--- config.mk ---
export PLATFORM = sky130hd
export DESIGN_NAME = mem_access_unit
export DESIGN_NICKNAME = d
export VERILOG_FILES = /design/src/rtl/mem_access_unit.sv
export SDC_FILE = /design/constraint.sdc
export NUM_CORES = 1
export LEC_CHECK = 0
export CORE_AREA = 2 2 160 162
export DETAILED_ROUTE_END_ITERATION = 8
export DIE_AREA = 0 0 162 164
export GPL_TIMING_DRIVEN = 0
export HOLD_SLACK_MARGIN = 0.02
export PLACE_DENSITY = 0.77
export SYNTH_ARGS = -nofsm -noshare
export SYNTH_HDL_FRONTEND = slang
export SYNTH_SLANG_ARGS = --single-unit
export TNS_END_PERCENT = 50
--- constraint.sdc ---
create_clock -name clk -period 7.85 [get_ports clk]
set_input_delay 1.57 -clock clk [delete_from_list [all_inputs] [get_ports clk]]
set_output_delay 1.57 -clock clk [all_outputs]
set_load 0.02 [all_outputs]
--- src/rtl/mem_access_unit.sv ---
// Load/store sequencer between execute and the 1 MiB RAM data port: one request at a time, IDLE -> ACCESS -> RESP.
// Optional misaligned-access trapping is compiled in with MEM_MISALIGN_TRAP_EN.
module mem_access_unit #(
  parameter int XLEN = 64
) (
  input  logic            clk,
  input  logic            reset,
  input  logic            req_valid,
  output logic            req_ready,
  input  logic            req_store,
  input  logic [1:0]      req_size,
  input  logic            req_unsigned,
  input  logic [XLEN-1:0] req_addr,
  input  logic [XLEN-1:0] req_data,
  output logic [XLEN-1:0] mem_addr,
  output logic [XLEN-1:0] mem_data,
  output logic [1:0]      mem_memo,
  output logic [7:0]      mem_mask,
  output logic            mem_en,
  input  logic [XLEN-1:0] mem_resp,
  input  logic            mem_exc,
  output logic            rsp_valid,
  input  logic            rsp_ready,
  output logic [XLEN-1:0] rsp_data,
  output logic            rsp_exc
);

  typedef enum logic [1:0] {
    IDLE   = 2'd0,
    ACCESS = 2'd1,
    RESP   = 2'd2
  } state_t;

  state_t            state_r;
  logic              store_r;
  logic [1:0]        size_r;
  logic              unsigned_r;
  logic [XLEN-1:0]   addr_r;
  logic [XLEN-1:0]   data_r;
  logic [1:0]        memo_r;
  logic [7:0]        mask_r;
  logic              req_ready_r;
  logic              rsp_valid_r;
  logic [XLEN-1:0]   rsp_data_r;
  logic              rsp_exc_r;
  logic              misalign_s;
  logic              fault_s;

  function automatic logic [7:0] size_mask(input logic [1:0] size);
    case (size)
      2'b00:   size_mask = 8'h01;
      2'b01:   size_mask = 8'h03;
      2'b10:   size_mask = 8'h0F;
      2'b11:   size_mask = 8'hFF;
      default: size_mask = 8'h00;
    endcase
  endfunction

  function automatic logic [63:0] extend_load(input logic [63:0] raw, input logic [1:0] size,
                                              input logic uns);
    case (size)
      2'b00:   extend_load = {{56{~uns & raw[7]}},  raw[7:0]};
      2'b01:   extend_load = {{48{~uns & raw[15]}}, raw[15:0]};
      2'b10:   extend_load = {{32{~uns & raw[31]}}, raw[31:0]};
      2'b11:   extend_load = raw;
      default: extend_load = raw;
    endcase
  endfunction

`ifdef MEM_MISALIGN_TRAP_EN
  // Natural-alignment check on the latched request.
  always_comb begin
    case (size_r)
      2'b00:   misalign_s = 1'b0;
      2'b01:   misalign_s = addr_r[0];
      2'b10:   misalign_s = |addr_r[1:0];
      2'b11:   misalign_s = |addr_r[2:0];
      default: misalign_s = 1'b0;
    endcase
  end
`else
  assign misalign_s = 1'b0;
`endif

  assign fault_s = mem_exc | misalign_s;

  // Write enable must follow mem_exc within the cycle and drop at once on reset.
  assign mem_en = (state_r == ACCESS) && store_r && !mem_exc && !misalign_s;

  assign req_ready = req_ready_r;
  assign mem_addr  = addr_r;
  assign mem_data  = data_r;
  assign mem_memo  = memo_r;
  assign mem_mask  = mask_r;
  assign rsp_valid = rsp_valid_r;
  assign rsp_data  = rsp_data_r;
  assign rsp_exc   = rsp_exc_r;

  // Request sequencing FSM with registered RAM controls and response.
  always_ff @(posedge clk or posedge reset) begin
    if (reset) begin
      state_r     <= IDLE;
      store_r     <= 1'b0;
      size_r      <= 2'b00;
      unsigned_r  <= 1'b0;
      addr_r      <= '0;
      data_r      <= '0;
      memo_r      <= 2'b00;
      mask_r      <= 8'h00;
      req_ready_r <= 1'b1;
      rsp_valid_r <= 1'b0;
      rsp_data_r  <= '0;
      rsp_exc_r   <= 1'b0;
    end else begin
      case (state_r)
        IDLE: begin
          if (req_valid) begin
            store_r     <= req_store;
            size_r      <= req_size;
            unsigned_r  <= req_unsigned;
            addr_r      <= req_addr;
            data_r      <= req_data;
            memo_r      <= req_store ? 2'b11 : 2'b01;
            mask_r      <= size_mask(req_size);
            req_ready_r <= 1'b0;
            state_r     <= ACCESS;
          end
        end
        ACCESS: begin
          memo_r      <= 2'b00;
          mask_r      <= 8'h00;
          rsp_exc_r   <= fault_s;
          rsp_data_r  <= (store_r || fault_s) ? '0 : extend_load(mem_resp, size_r, unsigned_r);
          rsp_valid_r <= 1'b1;
          state_r     <= RESP;
        end
        RESP: begin
          if (rsp_ready) begin
            rsp_valid_r <= 1'b0;
            req_ready_r <= 1'b1;
            state_r     <= IDLE;
          end
        end
        default: begin
          memo_r      <= 2'b00;
          mask_r      <= 8'h00;
          rsp_valid_r <= 1'b0;
          req_ready_r <= 1'b1;
          state_r     <= IDLE;
        end
      endcase
    end
  end

endmodule
Word-level counts from Yosys, hierarchy flattened
Cells that the tools add are included.
Storage, ports and cells
  register bits after elaboration: 211
  input port bits: 201
  output and inout bits: 206
  word-level logic and storage cells: 57
Cells by class
  equal/unequal tests: 10
  mux-type cells: 16
  bitwise logic cells: 7
  reductions and logical operators: 12
Operator list (count)
  case mux 64 bit (4 select lines): 1
  two-way mux 64 bit: 1
  case mux 8 bit (4 select lines): 1
  case mux 8 bit (2 select lines): 1
  equality test 2 bit (second input constant): 5
  two-way mux 2 bit: 4
  two-way mux 8 bit: 1
  AND reduction 2 bit: 4
  equality test 2 x 1 -> 1 bit (second input constant): 3
  zero test 2 bit: 3
  case mux 1 bit (3 select lines): 2
  case mux 2 bit (3 select lines): 1
  inequality test 2 bit (second input constant): 2
  inverter 1 bit: 4
  case mux 2 bit (2 select lines): 1
  bitwise AND 1 bit: 3
  two-way mux 1 bit: 3
  AND reduction 3 bit: 1
  logical AND 1 bit: 2
  zero test 1 bit: 1
  logical OR 1 bit: 1

Longest topological paths before layout
  depth after elaboration: 4
  mapped depth: 6
  mapped depth without buffers: 4

Worst setup path after synthesis
OpenSTA, ideal clock, no wires.
  path kind: input-to-output
  start point: input mem_exc
  end point: output mem_en
  arrival time: 2.088 ns
  required time: 6.280 ns
  path slack: 4.192 ns
  cell stages on the path: 1
  path buffers: 0
  path through: nor3b_1
On the way
  word-level cells in the longest chain between the ends: 2
Ends and longest elaborated chain
  start, declared: RTL line 21  | input logic mem_exc,
  zero test 1 bit: RTL line 88  | assign mem_en = (state_r == ACCESS) && store_r && !mem_exc && !misalign_s;
  logical AND 1 bit: RTL line 88
  end, declared: RTL line 19  | output logic mem_en,
Every way passes these cells.

Worst setup path after layout
  start point: register state_r[0]
  end point: output mem_en
On the way
  word-level cells in the longest chain between the ends: 3
Ends and longest elaborated chain
  start, declared: RTL line 34  | state_t state_r;
  start signal, assigned: RTL line 102  | state_r <= IDLE;
  start signal, assigned: RTL line 126  | state_r <= ACCESS;
  start signal, assigned: RTL line 135  | state_r <= RESP;
  equality test 2 x 1 -> 1 bit: RTL line 88
  logical AND 1 bit (2 in a row): RTL line 88
Every way passes these cells.

==> run metrics <==
status finished clean; Slew HR 0.4641; post-layout minimum cycle time around 4.7 ns; post-layout utilization of the core 0.5448; combinational power share 0.494; transition time of the tightest slew-check pin between 0.8 and 0.9 ns; Hold Crit Depth 1; cell chosen for the clock root sky130_fd_sc_hd__clkbuf_16; critical path fanouts, max 10; leakage a little under 6 nW; via total after detailed routing around 6500; Seq/Total Area, Yosys 0.6298; crit path capture type output port; maximum buffer depth of the clock tree 3; number of library cell types mapped by synthesis 28; Crit path required time 6.28 ns; post-synthesis average cell area 13.67 um2; cell class contributing the biggest share of worst-path delay buffers and inverters; maximum operating frequency 0.2111 GHz; final wirelength 25710 um; Hold WC Path Type flip-flop to flip-flop; cell type with the highest occurrence count on the critical path sky130_fd_sc_hd__clkbuf_1; starting density of the core 0.3299; internal power ~3.8 mW; number of cells upsized or downsized after cts 0; final setup slack of the worst path just over 3 ns; drc violations 0; Synth-to-Final Area Change 65.15%; Slowest cell on crit path sky130_fd_sc_hd__clkdlybuf4s50_1; sequence of cells on the critical path clkbuf_1 > nand2b_1 > buf_2 > clkbuf_1 > nor3b_1 > clkdlybuf4s50_1; number of rows created at floorplan just under 60; number of global-route vias before repair between 6000 and 7000; overall track demand over capacity in global routing 0.1889; Top Ports 407; clk_skew between 0.005 and 0.006 ns; setup repair after global routing missed its margin no; buffers and inverters on the worst path 4; slack of the worst reg-to-reg path about 5.6 ns; R2R cell count 5; area of the core 24820 um2; Synth warnings 0; share of power burned in registers 0.316; Clock Pin Slew Worst Setup and Hold Paths about 0.060 ns; CP endpoint mem_en; routed length per instance roughly 19 um; number of failing hold endpoints at the final stage 0; max-cap viol count 0; number of antenna violations at the first check in global routing 0; worst endpoint data arrival time roughly 3.2 ns; number of optimization iterations in the first detailed-route pass 5; Die W roughly 160 um; DIE HEIGHT approximately 160 um; TritonCTS Sinks approximately 200; Crit Path Category flip-flop to output port; hold bufs inserted after CTS 0; pre-CTS setup slack 3.220 ns; largest voltage drop on the vdd net between 0.2 and 0.3 mV; start point of the critical path state_r[0]; fin nets between 1000 and 1500; Initial DRC Count around 380; number of synthesized register bits just over 200; antenna cell count 0; switching fraction of total power 0.3691; number of setup violations in the final report 0; leftover overflow at the end of global routing 0; TritonCTS buffer count 24; ratio of cells with drive above 1 in the final layout 0.2133; CP max stage delay 0.75 ns; Tcrit/Tclk final 0.6034; clock share of power 0.190; instance count of the mapped netlist around 600; Net Count, Synth 800; Reg2Reg Capture Point mem_addr[62]; Power Density 443.2 nW/um2; launching point of the worst reg2reg path state_r[1]; average via count per standard cell about 4.7; wire length of the first global-routing pass slightly below 40000 um; CTS tree built; total negative slack for setup checks 0 ns; weighted congestion at the end of routability-driven global placement between 0.8 and 0.9; max-slew violation total from the final report 0; die footprint about 27000 um2; clock latency of the later-clocked register in the worst-skew pair about 0.50 ns; HPWL after detailed placement 19280 um; cell area after technology mapping 8187 um2; post-CTS setup buffer count 0; switching power total between 2 and 2.5 mW; maximum number of pins on one net before global-route repair roughly 110; antenna violation net count after detailed routing 0; htree depth 1; worst hold slack across all endpoints 0.4739 ns; fill cell total of the finished layout 2142; number of cells on the critical path 6; Port Buffers ~410; type of element launching the critical path flip-flop
## cell type report
type                       instances  area [um2]  area share
clock inverter                     7       91.34    0.006755
inverter                           1       11.26   0.0008329
buffer                            46       262.8     0.01943
sequential                       206        5156      0.3814
multi-input combinational        346        2764      0.2044
timing repair buffer             407        4091      0.3026
tap                              330       412.9     0.03054
clock buffer                      37       730.7     0.05404
## routing by layer
layer | wire [um] | GRT usage
met5 | 0 | 0
met4 | 857 | 0.06235
met3 | 2252 | 0.05631
met2 | 12720 | 0.3257
met1 | 9878 | 0.2266
## cell usage in the layout (no fill, tap or decap), types with 8 or more instances in the layout
master                            count
sky130_fd_sc_hd__a21oi_2             26
sky130_fd_sc_hd__nor2_1              15
sky130_fd_sc_hd__clkdlybuf4s50_1    406
sky130_fd_sc_hd__dfrtp_1            205
sky130_fd_sc_hd__o21ai_0             11
sky130_fd_sc_hd__mux2_2             126
sky130_fd_sc_hd__a21oi_1             58
sky130_fd_sc_hd__o21ai_1             14
sky130_fd_sc_hd__a22o_1               8
sky130_fd_sc_hd__clkbuf_16           25
sky130_fd_sc_hd__a21o_1              33
sky130_fd_sc_hd__buf_2               12
sky130_fd_sc_hd__buf_4               12
sky130_fd_sc_hd__clkbuf_1            24
sky130_fd_sc_hd__nand2_1             31
## kinds of logic (layout without fill, tap and decap cells)
kind of cell           after synthesis  in the layout  synth area share
AO/OA/AOI/OAI                      153            153            0.1209
buffers and inverters               47            498           0.03255
flip-flops                         206            206            0.6298
multiplexers                       133            133            0.1829
AND/OR/NAND/NOR                     60             60           0.03377
## sequential cells by signal (all words and copies together) (netlist names)
register and cells:
rsp_exc 1, rsp_data 64, unsigned_r 1, size_r 2, store_r 1, state_r 2
mem_memo 2, req_ready 1, mem_addr 64, rsp_valid 1, mem_mask 3, mem_data 64
## per-stage QoR
stage	instance area [um2]	power [mW]	std cells
floorplan	8187	3.410	599
global placement	12660	4.835	1335
detailed placement	12700	4.887	1336
CTS	13520	6.069	1380
global route	13520	6.318	1380
finish	13520	5.992	1380
## synthesized netlist by cell type, drive strengths merged
master  count  area, um2
nor4b       1      23.77
a21o       33      247.7
inv         1      3.750
mux2      133       1498
nand3       1      5.000
nor2b       2      12.51
o21ai      25      125.1
nand2      31      116.4
a21oi      84      518.0
nor2       16      62.56
o31ai       1      12.51
nor3        2      10.01
o21a        1      7.510
and2        1      6.260
dfstp       1      26.28
buf        28      195.2
nor3b       2      15.01
dfrtp     205       5130
o22a        1      8.760
nand2b      4      25.02
a22o        8      70.07
clkbuf     18      67.56
## power by group through the flow
| stage | Combinational [mW] | Sequential [mW] | Clock, mW |
|---|---|---|---|
| 6_report | 2.96 | 1.89 | 1.14 |
| 5_1_grt | 3.13 | 1.96 | 1.22 |
| 4_1_cts | 2.99 | 1.90 | 1.18 |
| 3_5_place_dp | 2.98 | 1.91 | 0 |
| 3_3_place_gp | 2.95 | 1.89 | 0 |
| 2_1_floorplan | 0.907 | 2.50 | 0 |
## worst register-to-register path, delay by kind of cell, from the launching register on
family        cells  cell delay, ns
buf+inv           2            0.72
mux               1            0.37
simple gates      2            0.60
flops             1            0.47
## worst min-delay path by stage
stage / start / slack (ns) / to
finish: rsp_data[52] / 0.47 / rsp_data[52]
global route: rsp_data[52] / 0.49 / rsp_data[52]
CTS: rsp_data[46] / 0.48 / rsp_data[46]
detailed placement: rsp_data[46] / 0.46 / rsp_data[46]
global placement: rsp_data[46] / 0.46 / rsp_data[46]
floorplan: unsigned_r / 0.53 / unsigned_r
Note: power is estimated with default switching activity, not from simulation.
